<file path="src/rtl/stream_mux_pkg.sv">
// Shared types and helpers for the stream multiplexer.
package stream_mux_pkg;

   typedef enum logic {MODE_FIXED = 1'b0, MODE_RR = 1'b1} mux_mode_e;

   // Wrap by compare so non-power-of-2 channel counts never reach index n.
   function automatic int unsigned next_idx(input int unsigned idx, input int unsigned n);
      return (idx + 32'd1 >= n) ? 32'd0 : idx + 32'd1;
   endfunction

endpackage

</file>
<file path="src/rtl/stream_mux_rr_arbiter.sv">
// Round-robin arbiter: searches from ptr upward with wrap; ptr moves past each granted winner.
module rr_arbiter
   import stream_mux_pkg::*;
#(
   parameter int unsigned NUM_CH = 4,
   localparam int unsigned SEL_W = $clog2(NUM_CH)
) (
   input  logic              clk,
   input  logic              rst,
   input  logic [NUM_CH-1:0] req,
   input  logic              advance,
   output logic [SEL_W-1:0]  grant_idx,
   output logic              grant_any
);

   logic [SEL_W-1:0] ptr_q;

   // Walk offsets from highest to lowest so the closest request to ptr wins.
   always_comb begin
      int cand;
      grant_any = 1'b0;
      grant_idx = '0;
      cand      = 0;
      for (int k = int'(NUM_CH) - 1; k >= 0; k--) begin
         cand = int'(32'(ptr_q)) + k;
         if (cand >= int'(NUM_CH)) begin
            cand = cand - int'(NUM_CH);
         end
         if (req[cand]) begin
            grant_any = 1'b1;
            grant_idx = SEL_W'(cand);
         end
      end
   end

   always_ff @(posedge clk) begin
      if (rst) begin
         ptr_q <= '0;
      end else if (advance && grant_any) begin
         ptr_q <= SEL_W'(next_idx(32'(grant_idx), NUM_CH));
      end
   end

endmodule

</file>
<file path="src/rtl/stream_mux.sv">
// N-channel registered stream multiplexer with fixed-select or round-robin arbitration.
module stream_mux
   import stream_mux_pkg::*;
#(
   parameter int unsigned NUM_CH = 4,
   parameter int unsigned DATA_W = 8,
   localparam int unsigned SEL_W = $clog2(NUM_CH)
) (
   input  logic                     clk,
   input  logic                     rst,
   input  mux_mode_e                mode,
   input  logic [SEL_W-1:0]         sel,
   input  logic [NUM_CH-1:0]        in_valid,
   input  logic [NUM_CH*DATA_W-1:0] in_data,
   output logic [NUM_CH-1:0]        in_ready,
   output logic                     out_valid,
   output logic [DATA_W-1:0]        out_data,
   output logic [SEL_W-1:0]         out_ch,
   input  logic                     out_ready
);

   logic              out_valid_q;
   logic [DATA_W-1:0] out_data_q;
   logic [SEL_W-1:0]  out_ch_q;

   logic              rr_any;
   logic [SEL_W-1:0]  rr_idx;
   logic              fixed_any;
   logic              grant_any;
   logic [SEL_W-1:0]  grant_idx;
   logic              load;
   logic              xfer;
   logic              advance;
   logic [DATA_W-1:0] grant_data;

   rr_arbiter #(
      .NUM_CH (NUM_CH)
   ) u_rr_arbiter (
      .clk       (clk),
      .rst       (rst),
      .req       (in_valid),
      .advance   (advance),
      .grant_idx (rr_idx),
      .grant_any (rr_any)
   );

   // sel may address a channel that does not exist when NUM_CH is not a power of 2.
   always_comb begin
      fixed_any = 1'b0;
      if (32'(sel) < NUM_CH) begin
         fixed_any = in_valid[sel];
      end
   end

   always_comb begin
      grant_any = fixed_any;
      grant_idx = sel;
      if (mode == MODE_RR) begin
         grant_any = rr_any;
         grant_idx = rr_idx;
      end
   end

   assign load       = !out_valid_q || out_ready;
   assign xfer       = load && grant_any && !rst;
   assign advance    = xfer && (mode == MODE_RR);
   assign grant_data = in_data[grant_idx*DATA_W +: DATA_W];

   always_comb begin
      in_ready = '0;
      for (int i = 0; i < int'(NUM_CH); i++) begin
         in_ready[i] = xfer && (32'(grant_idx) == 32'(i));
      end
   end

   always_ff @(posedge clk) begin
      if (rst) begin
         out_valid_q <= 1'b0;
         out_data_q  <= '0;
         out_ch_q    <= '0;
      end else if (load) begin
         out_valid_q <= grant_any;
         if (grant_any) begin
            out_data_q <= grant_data;
            out_ch_q   <= grant_idx;
         end
      end
   end

   assign out_valid = out_valid_q;
   assign out_data  = out_data_q;
   assign out_ch    = out_ch_q;

endmodule

</file>
<file path="config.mk">
export PLATFORM = sky130hd
export DESIGN_NAME = stream_mux
export DESIGN_NICKNAME = d
export VERILOG_FILES = /design/src/rtl/stream_mux_pkg.sv /design/src/rtl/stream_mux_rr_arbiter.sv /design/src/rtl/stream_mux.sv
export SDC_FILE = /design/constraint.sdc
export NUM_CORES = 1
export LEC_CHECK = 0
export CAP_MARGIN = 20
export CORE_MARGIN = 5
export CORE_UTILIZATION = 39
export DETAILED_ROUTE_END_ITERATION = 12
export PLACE_DENSITY = 0.83
export SETUP_SLACK_MARGIN = 0.15
export SKIP_CTS_REPAIR_TIMING = 1
export SLEW_MARGIN = 20
export SYNTH_ARGS = -nofsm -noshare
export SYNTH_HDL_FRONTEND = slang
export SYNTH_SLANG_ARGS = --single-unit
</file>
<file path="constraint.sdc">
create_clock -name clk -period 2.62 [get_ports clk]
set_input_delay 0.655 -clock clk [delete_from_list [all_inputs] [get_ports clk]]
set_output_delay 0.655 -clock clk [all_outputs]
set_load 0.02 [all_outputs]
</file>
Word level (Yosys, flattened, before mapping)
Index checks and enable logic that the tools add are counted.

storage, ports and cells
  register bits after elaboration = 13
  input port bits = 42
  output and inout port bits = 15

operators by class
  add/subtract/negate cells = 8
  magnitude comparators = 10
  equal/unequal tests = 3
  shift operators = 1
  multiplexer cells = 29
  reductions and logical operators = 13

operators with widths
  cell                   number
  $lt 32x4->1 const B    4
  $mux 32                4
  $ge 32x4->1 const B    3
  $sub 32x4->32 const B  3
  $shiftx 32x6->8        1
  $mux 1                 14
  $mux 2                 6
  $bmux 1 s2             5
  $logic_and 1x1->1      8
  $add 2x1->3 const B    2
  $add 2x2->3 const B    2
  $eq 2x2->1 const B     2
  $sub 2x3->4 const B    1
  $ge 2x3->1 const B     1
  $ge 3x3->1 const B     1
  $lt 2x3->1 const B     1
  $eq 2x1->1 const B     1
  $logic_not 1->1        2
  $logic_not 2->1        1
  $reduce_and 2->1       1
  $logic_or 1x1->1       1

Depth between registers and ports, before layout
Gate-level depths: netlist (run 1).

  depth after elaboration = 15
  gate-level depth with buffers = 8

By module
A second synthesis (run 1) with hierarchy kept.

second synthesis, totals
  cells, all modules = 75
  area total of the unflattened synthesis = 840.8 um2

modules (own cells, without submodules)
  module      instances  cells an instance  area each (um2)  seq. area each (um2)
  stream_mux  1          52                 669.4            220.2
  rr_arbiter  1          23                 171.4            40.0

Least setup slack after synthesis (run 1)
No wires, ideal clock.

  path type = input to output
  start = input port mode
  end = output port in_ready[2]
  arrival time = 1.936 ns
  data required time = 1.965 ns
  slack = 0.029 ns
  stages = 7
  path buffers = 2
  path through = buf_2 -> nor2b_1 -> a31oi_1 -> nor3_1 -> buf_2 -> nand2_1 -> nor2_1

between the ends
  cells in the longest elaborated chain, start to end = 4
  elaborated cells on any way between the ends = 6
  classes of those cells = eq/ne (1); mux (2); reduce/logical (3)

ends and longest elaborated chain
  element                          RTL line          text
  start, declared                  stream_mux.sv:11  input mux_mode_e mode,
  $mux 1                           stream_mux.sv:58  if (mode == MODE_RR) begin
  $logic_and 1x1->1 (2 in series)  stream_mux.sv:65  assign xfer = load && grant_any && !rst;
  $logic_and 1x1->1 (*)            stream_mux.sv:72  in_ready[i] = xfer && (32'(grant_idx) == 32'(i));
  end, declared                    stream_mux.sv:15  output logic [NUM_CH-1:0] in_ready,

Mark *: on every way between the ends. The rest lies on a longest branch, timed or not.

Worst setup path after layout (run 1)
  start = input port in_valid[0]
  end = output port in_ready[1]

between the ends
  cells in the longest elaborated chain, start to end = 11
  elaborated cells on any way between the ends = 28
  classes of those cells = eq/ne (1); mux (24); reduce/logical (3)

ends and longest elaborated chain
  element                                     RTL line                     text
  start, declared                             stream_mux.sv:13             input logic [NUM_CH-1:0] in_valid,
  $bmux 1 s2                                  stream_mux_rr_arbiter.sv:29  if (req[cand]) begin
  $mux 1 (not written as such) (2 in series)  stream_mux_rr_arbiter.sv:29
  $mux 1 (4 in series)                        stream_mux_rr_arbiter.sv:29
  $mux 1                                      stream_mux.sv:58
  $logic_and 1x1->1 (2 in series)             stream_mux.sv:65
  $logic_and 1x1->1 (*)                       stream_mux.sv:72

Mark *: on every way between the ends. The rest lies on a longest branch, timed or not. The select of a mux whose other input is x is not followed.

==> metrics.md, run 1 <==
| Metric | Value |
|---|---|
| First-pass GRT wire length | around 6.3 mm |
| Crit path time final | around 2600 ps |
| Fin Setup TNS | 0 ps |
| Vias in the first global route | roughly 1400 |
| FF+latch area | roughly 260 um^2 |
| Worst R2R End | out_data[2]$_SDFFE_PP0P_ |
| Crit start category | primary input |
| Die H | about 63 um |
| Setup CP Type | in -> out |
| Peak supply drop | 0.4128 mV |
| Post-synth top cells | 14 x o211ai_1, 13 x dfxtp_1, 13 x nand2_1 |
| Top FF cell, synth | dfxtp_1 |
| Worst EP arrival | 1920 ps |
| Yosys warning count | 0 |
| Syn Inst Count | 130 |
| Pre-CTS WS | -773.3 ps |
| DR vias/cell | 5.657 |
| Placed inst area | around 1900 um^2 |
| Final setup viols | 0 |
| Worst r2r path cells | 8 |
| Worst slew pin tran | between 200 and 300 ps |
| DRC | 0 |
| Post-synth EDFFs | 0 |
| Syn-to-layout area delta | 80.46% |
| Layout cell share with drive strength beyond 1 | 0.3081 |
| Max-Cap Viols | 0 |
| CTS Sinks | 13 |
| Final net count | roughly 250 |
| Filler Cells Inserted | ~220 |
| Worst flop-to-flop path startpoint | u_rr_arbiter.ptr_q[1]$_SDFFE_PP0P_ |
| Cell variety after synth | 36 |
| RSZ-0062 raised after global routing | true |
| Worst skew pair latency | 280 ps |
| I/O Buffers | 56 |
| Multi-input logic area | around 830 um^2 |
| Top Metal Used | met4 |
| Cells after DPL | around 230 |
| H-Tree Depth | 1 |
| Cell taking the most area after synthesis | dfxtp_1 |
| WL met1 | about 1.6 mm |
| Largest fanout on the critical path | 4 |
| Die X | 62.83 um |
| Met2 WL | roughly 2.0 mm |
| Max clock buf depth | 2 |
| Die Area | ~3900 um^2 |
| Final ANT Viol Nets | 0 |
| Total gr overflow | 0 |
| DRC violation total after the first TritonRoute iteration | 34 |
| Largest net degree at the start of global routing | 11 |
| Gpl congestion | 0.9773 |
| Worst path required time | 1970 ps |
| Relative slew slack | 0.8044 |
| Area share of the largest cell type after synthesis | 0.2391 |
| Initial antenna violation count | 0 |
| FF-to-FF setup slack | approximately 740 ps |
| Synthesized Nets | 172 |
| Post-Layout Cell Count | 242 |
| Status | complete, no violations |
| Overall routing resource usage | 0.1966 |
| Syn Std Cell Area | 1089 um^2 |
| TritonRoute pass-1 iters | 4 |
| Mean Syn Cell Area | 8.373 um^2 |
| Area contributors post-synth | dfxtp_1 24%, o211ai_1 9.7%, mux2i_1 9.2%, and4_1 5.6%, o31a_1 5.6% |
| Min Hold Slack | ~490 ps |
| Dpl hpwl | between 3 and 4 mm |
| Metal3 WL | 235 um |
| DR WL/cell | between 15 and 20 um |
| Synth Register Bits | 13 |
| Final worst path period share | 0.9821 |
| Row count | 19 |
| PnR worst setup slack | 46.90 ps |
| Ant diodes | 0 |
| Initial core utilization | 0.4017 |
| Worst Skew | between 4 and 5 ps |
| Worst Hold End | out_data[1]$_SDFFE_PP0P_ |
| HP Class | reg -> reg |
| Clock-pin slew on the worst setup and hold paths | roughly 80 ps |
| # IOs | 57 |
| CP Capture Type | primary output |
| Hold path depth | 2 |
| Async set or reset register ratio after synthesis | 0 |
| Final Hold Vio Count | 0 |
| Root Buffer Master | clkbuf_4 |
| Core area | between 2000 and 3000 um^2 |
| Peak Freq | 388.6 MHz |
| Routed vias | roughly 1400 |
| CTS tree | built |
| Fin area | slightly below 2000 um^2 |
| Register area share after synthesis | 0.2391 |
| Finished Core Util | 0.7248 |
| Count leader, synth | o211ai_1 |
| Cts bufs inserted | 3 |
| Pwr dens | between 300 and 400 nW/um^2 |
| Hold path startpoint | out_data[1]$_SDFFE_PP0P_ |
| Slew Limit Fails | 0 |
| Drt total wl | just under 4 mm |
| Pwr Total | 731.8 uW |
| Static Leak | between 0.8 and 0.9 nW |
-- layer usage --
| layer | track usage | vias up |
|---|---|---|
| met5 | 0 | - |
| met2 | 0.3484 | 62 |
| met1 | 0.2285 | 630 |
| met4 | 0.05570 | 0 |
| met3 | 0.05396 | 11 |
| li1 | - | 666 |
-- area by class of cell --
cell class | instances | area share
Sequential cell | 13 | 0.1325
Timing Repair Buffer | 88 | 0.4108
Inverter | 1 | 0.001911
Clock buffer | 4 | 0.01338
Tap cell | 31 | 0.01975
Multi-Input combinational cell | 105 | 0.4217
-- cell families (layout without fill, tap and decap cells) --
family	after synthesis	count (layout)	share of synthesized area
AO/OA/AOI/OAI	38	38	0.2598
buffers and inverters	12	93	0.06551
flip-flops	13	13	0.2391
multiplexers	12	12	0.1333
AND/OR/NAND/NOR	55	55	0.3023
-- state kept, by name (all words and copies together) (netlist names) --
register / flops
out_ch: 2
out_data: 8
u_rr_arbiter.ptr_q: 2
out_valid: 1
-- how the worst max path moves through the flow --
stage           startpoint          end  cells past startpoint
3_3_place_gp   in_valid[0]  in_ready[3]                      9
2_1_floorplan  in_valid[3]  in_ready[3]                      7
4_1_cts        in_valid[0]  in_ready[3]                      9
6_report       in_valid[0]  in_ready[1]                      7
3_5_place_dp   in_valid[0]  in_ready[3]                      9
5_1_grt        in_valid[3]  in_ready[0]                      7
-- power breakdown --
group / switching, mW / internal (mW)
clock network: 0.0709 / 0.0592
registers: 0.0150 / 0.222
logic: 0.163 / 0.202
total: 0.249 / 0.483
-- cell usage in the layout (no fill, tap or decap), types with 3 or more instances in the layout --
| cell | instances |
|---|---|
| a21oi_1 | 5 |
| and4_1 | 7 |
| buf_4 | 31 |
| buf_6 | 7 |
| clkbuf_2 | 3 |
| clkbuf_4 | 3 |
| clkdlybuf4s50_1 | 44 |
| dfxtp_1 | 13 |
| mux2i_1 | 10 |
| nand2_1 | 12 |
| nand2b_1 | 7 |
| nor2_2 | 3 |
| nor3_1 | 3 |
| o211ai_1 | 14 |
| o31a_1 | 7 |
-- critical path: stages --
cell and delay (ps):
buf_8 100, or4_4 550, mux2i_4 210, nor3_4 70, nand2b_1 140, nor2_2 50, buf_6 140
Power figures use the tool's default switching activity.
==> inputs of run 2 (changes only) <==
--- a/config.mk
+++ b/config.mk
@@ -9,6 +9,7 @@
 export CORE_MARGIN = 5
 export CORE_UTILIZATION = 39
 export DETAILED_ROUTE_END_ITERATION = 12
+export GPL_TIMING_DRIVEN = 0
 export PLACE_DENSITY = 0.83
 export SETUP_SLACK_MARGIN = 0.15
 export SKIP_CTS_REPAIR_TIMING = 1
==> run 2 against run 1 <==
  * Critical path depth is 1 higher
  * Clock skew hardly changed
  * Largest cell class unchanged
  * The flow now finishes with violations (setup timing)
  * Clock power hardly changed
  * Global-route usage is 1.7 points lower
  * Via count is 3.4% lower
  * Cell area is 0.51% lower
  * Hold slack worse by 2.6 ps
  * Power is 2.2% higher
  * Critical endpoint is now in_ready[2]
==> metrics.md, run 2 (same netlist as run 1, synthesis figures left out) <==
| Metric | Value |
|---|---|
| Initial core utilization | 0.4017 (unchanged) |
| Worst slew pin tran | 345.3 ps (+52.47 ps) |
| RSZ-0062 raised after global routing | true |
| Vias in the first global route | 1231 (-9.8%) |
| Cts bufs inserted | 3 (unchanged) |
| Final ANT Viol Nets | 0 (unchanged) |
| Final Hold Vio Count | 0 (unchanged) |
| Critical path cell sequence | buf_12 > or4_4 > mux2i_4 > nor3_4 > buf_6 > nand2_4 > nor2_4 > buf_6 |
| Worst EP arrival | 1990 ps (+70 ps) |
| Slowest stage delay, CP | 550 ps (about the same) |
| Total gr overflow | 0 (unchanged) |
| Row count | 19 (unchanged) |
| Critical Path End | in_ready[2] |
| Routed vias | 1323 (-3.4%) |
| Die X | 62.83 um (unchanged) |
| # IOs | 57 (unchanged) |
| I/O Buffers | 53 (-5.4%) |
| Max clock buf depth | 2 (unchanged) |
| Core area | 2710 um^2 (unchanged) |
| Worst r2r path cells | 10 (+2) |
| PnR worst setup slack | -20.02 ps (-66.92 ps) |
| Finished Core Util | 0.7211 (-0.003693) |
| Max-Cap Viols | 0 (unchanged) |
| Final net count | 249 (-2.0%) |
| Fin area | 1954 um^2 (-0.51%) |
| DRC violation total after the first TritonRoute iteration | 35 (+2.9%) |
| Dpl hpwl | 2.809 mm (-10%) |
| Pwr dens | 382.5 nW/um^2 (+2.7%) |
| Placed inst area | 1708 um^2 (-8.0%) |
| FF-to-FF setup slack | 600 ps (-140 ps) |
| Commonest non-fill, non-tap cell in the layout | clkdlybuf4s50_1 |
| First-pass GRT wire length | 5.858 mm (-7.3%) |
| Overall routing resource usage | 0.1791 (-0.01750) |
| Die Area | 3948 um^2 (unchanged) |
| Crit path time final | 2640 ps (+66.92 ps) |
| Worst Skew | 3.726 ps (-0.4155 ps) |
| Drt total wl | 3.896 mm (about the same) |
| Gpl congestion | 0.8223 (-16%) |
| Initial antenna violation count | 0 (unchanged) |
| Commonest non-fill, non-tap cells in the layout | 43 x clkdlybuf4s50_1, 19 x buf_4, 14 x o211ai_1 |
| Crit path from | in_valid[3] |
| Crit start category | primary input |
| Peak supply drop | 0.4257 mV (+3.1%) |
| Setup CP Type | in -> out |
| DR WL/cell | 16.44 um (+2.1%) |
| Worst flop-to-flop path startpoint | u_rr_arbiter.ptr_q[1]$_SDFFE_PP0P_ |
| CTS tree | built |
| Max reg flops | 8 (unchanged) |
| Peak Freq | 378.8 MHz (-2.5%) |
| H-Tree Depth | 1 (unchanged) |
| DRC | 0 (unchanged) |
| Failing checks | setup timing |
| Worst path required time | 1970 ps (about the same) |
| CP most frequent cell | buf_6 |
| Static Leak | 0.8191 nW (+0.61%) |
| Slew Limit Fails | 0 (unchanged) |
| Cells after DPL | 214 (-8.2%) |
| CTS Sinks | 13 (unchanged) |
| Final worst path period share | 1.008 (+0.02554) |
| Slowest cell on crit path | or4_4 |
| Die H | 62.83 um (unchanged) |
| HP Class | reg -> reg |
| Clock-pin slew on the worst setup and hold paths | 80 ps (about the same) |
| Fin Setup TNS | -22.23 ps (-22.23 ps) |
| Layout cell share with drive strength beyond 1 | 0.2816 (-0.02650) |
| Status | finished, violations left |
| Ant diodes | 0 (unchanged) |
| Worst skew pair latency | 290 ps (about the same) |
| Worst R2R End | out_data[2]$_SDFFE_PP0P_ |
| Syn-to-layout area delta | 79.54% |
| CP Capture Type | primary output |
| Final setup viols | 2 (+2) |
| Relative slew slack | 0.7694 (-0.03495) |
| Largest fanout on the critical path | 5 (+1) |
| Root Buffer Master | clkbuf_4 |
| Largest net degree at the start of global routing | 11 (unchanged) |
| Post-Layout Cell Count | 237 (-2.1%) |
| TritonRoute pass-1 iters | 4 (unchanged) |
| DR vias/cell | 5.582 (-1.3%) |
-- run 2: power breakdown --
part / switching (mW) / total (mW) / internal, mW
Sequential: 0.0132 / 0.235 / 0.222
Clock: 0.0698 / 0.129 / 0.0593
Combinational: 0.169 / 0.384 / 0.215
Total: 0.252 / 0.748 / 0.496
-- run 2: cell type report --
type	instances	area [um^2]
multi-input combinational	105	823.3
tap	31	38.79
timing repair buffer	72	696.9
buffer	11	105.1
sequential	13	260.3
fill	216	755.7
inverter	1	3.754
clock buffer	4	26.28
-- run 2: worst min path at each step --
stage	from	end	slack (ps)	cells past startpoint
after floorplan	u_rr_arbiter.ptr_q[0]$_SDFFE_PP0P_	u_rr_arbiter.ptr_q[0]$_SDFFE_PP0P_	500	2
after global placement	out_data[4]$_SDFFE_PP0P_	out_data[4]$_SDFFE_PP0P_	460	2
after detailed placement	out_data[7]$_SDFFE_PP0P_	out_data[7]$_SDFFE_PP0P_	470	2
after CTS	out_data[7]$_SDFFE_PP0P_	out_data[7]$_SDFFE_PP0P_	490	2
after global routing	out_data[3]$_SDFFE_PP0P_	out_data[3]$_SDFFE_PP0P_	530	2
final	out_data[7]$_SDFFE_PP0P_	out_data[7]$_SDFFE_PP0P_	490	2
-- run 2: metrics by stage --
step                      setup WS (ps)  power, mW  hold WS [ps]
after global routing             -67.25     0.7893         525.8
final                            -20.02     0.7476         488.7
after detailed placement         -999.4     0.5585         471.7
after floorplan                   147.1     0.4183         495.1
after global placement           -952.5     0.5494         461.6
after CTS                        -996.1     0.6822         489.4
-- run 2: critical path, delay by kind of cell --
| kind | cells | cell delay, ps |
|---|---|---|
| buffers and inverters | 3 | 370 |
| muxes | 1 | 190 |
| and+or+nand+nor | 4 | 750 |
-- run 2: routing by layer --
layer  global-route usage  vias to the layer above  routed length [um]  part of all wire
li1                     -                      649                   -                 -
met1               0.2228                      608                1679              0.43
met2               0.2940                       57                1892              0.49
met3              0.05755                        9                 247             0.063
met4              0.05040                        0                  77             0.020
met5                    0                        -                   0                 0
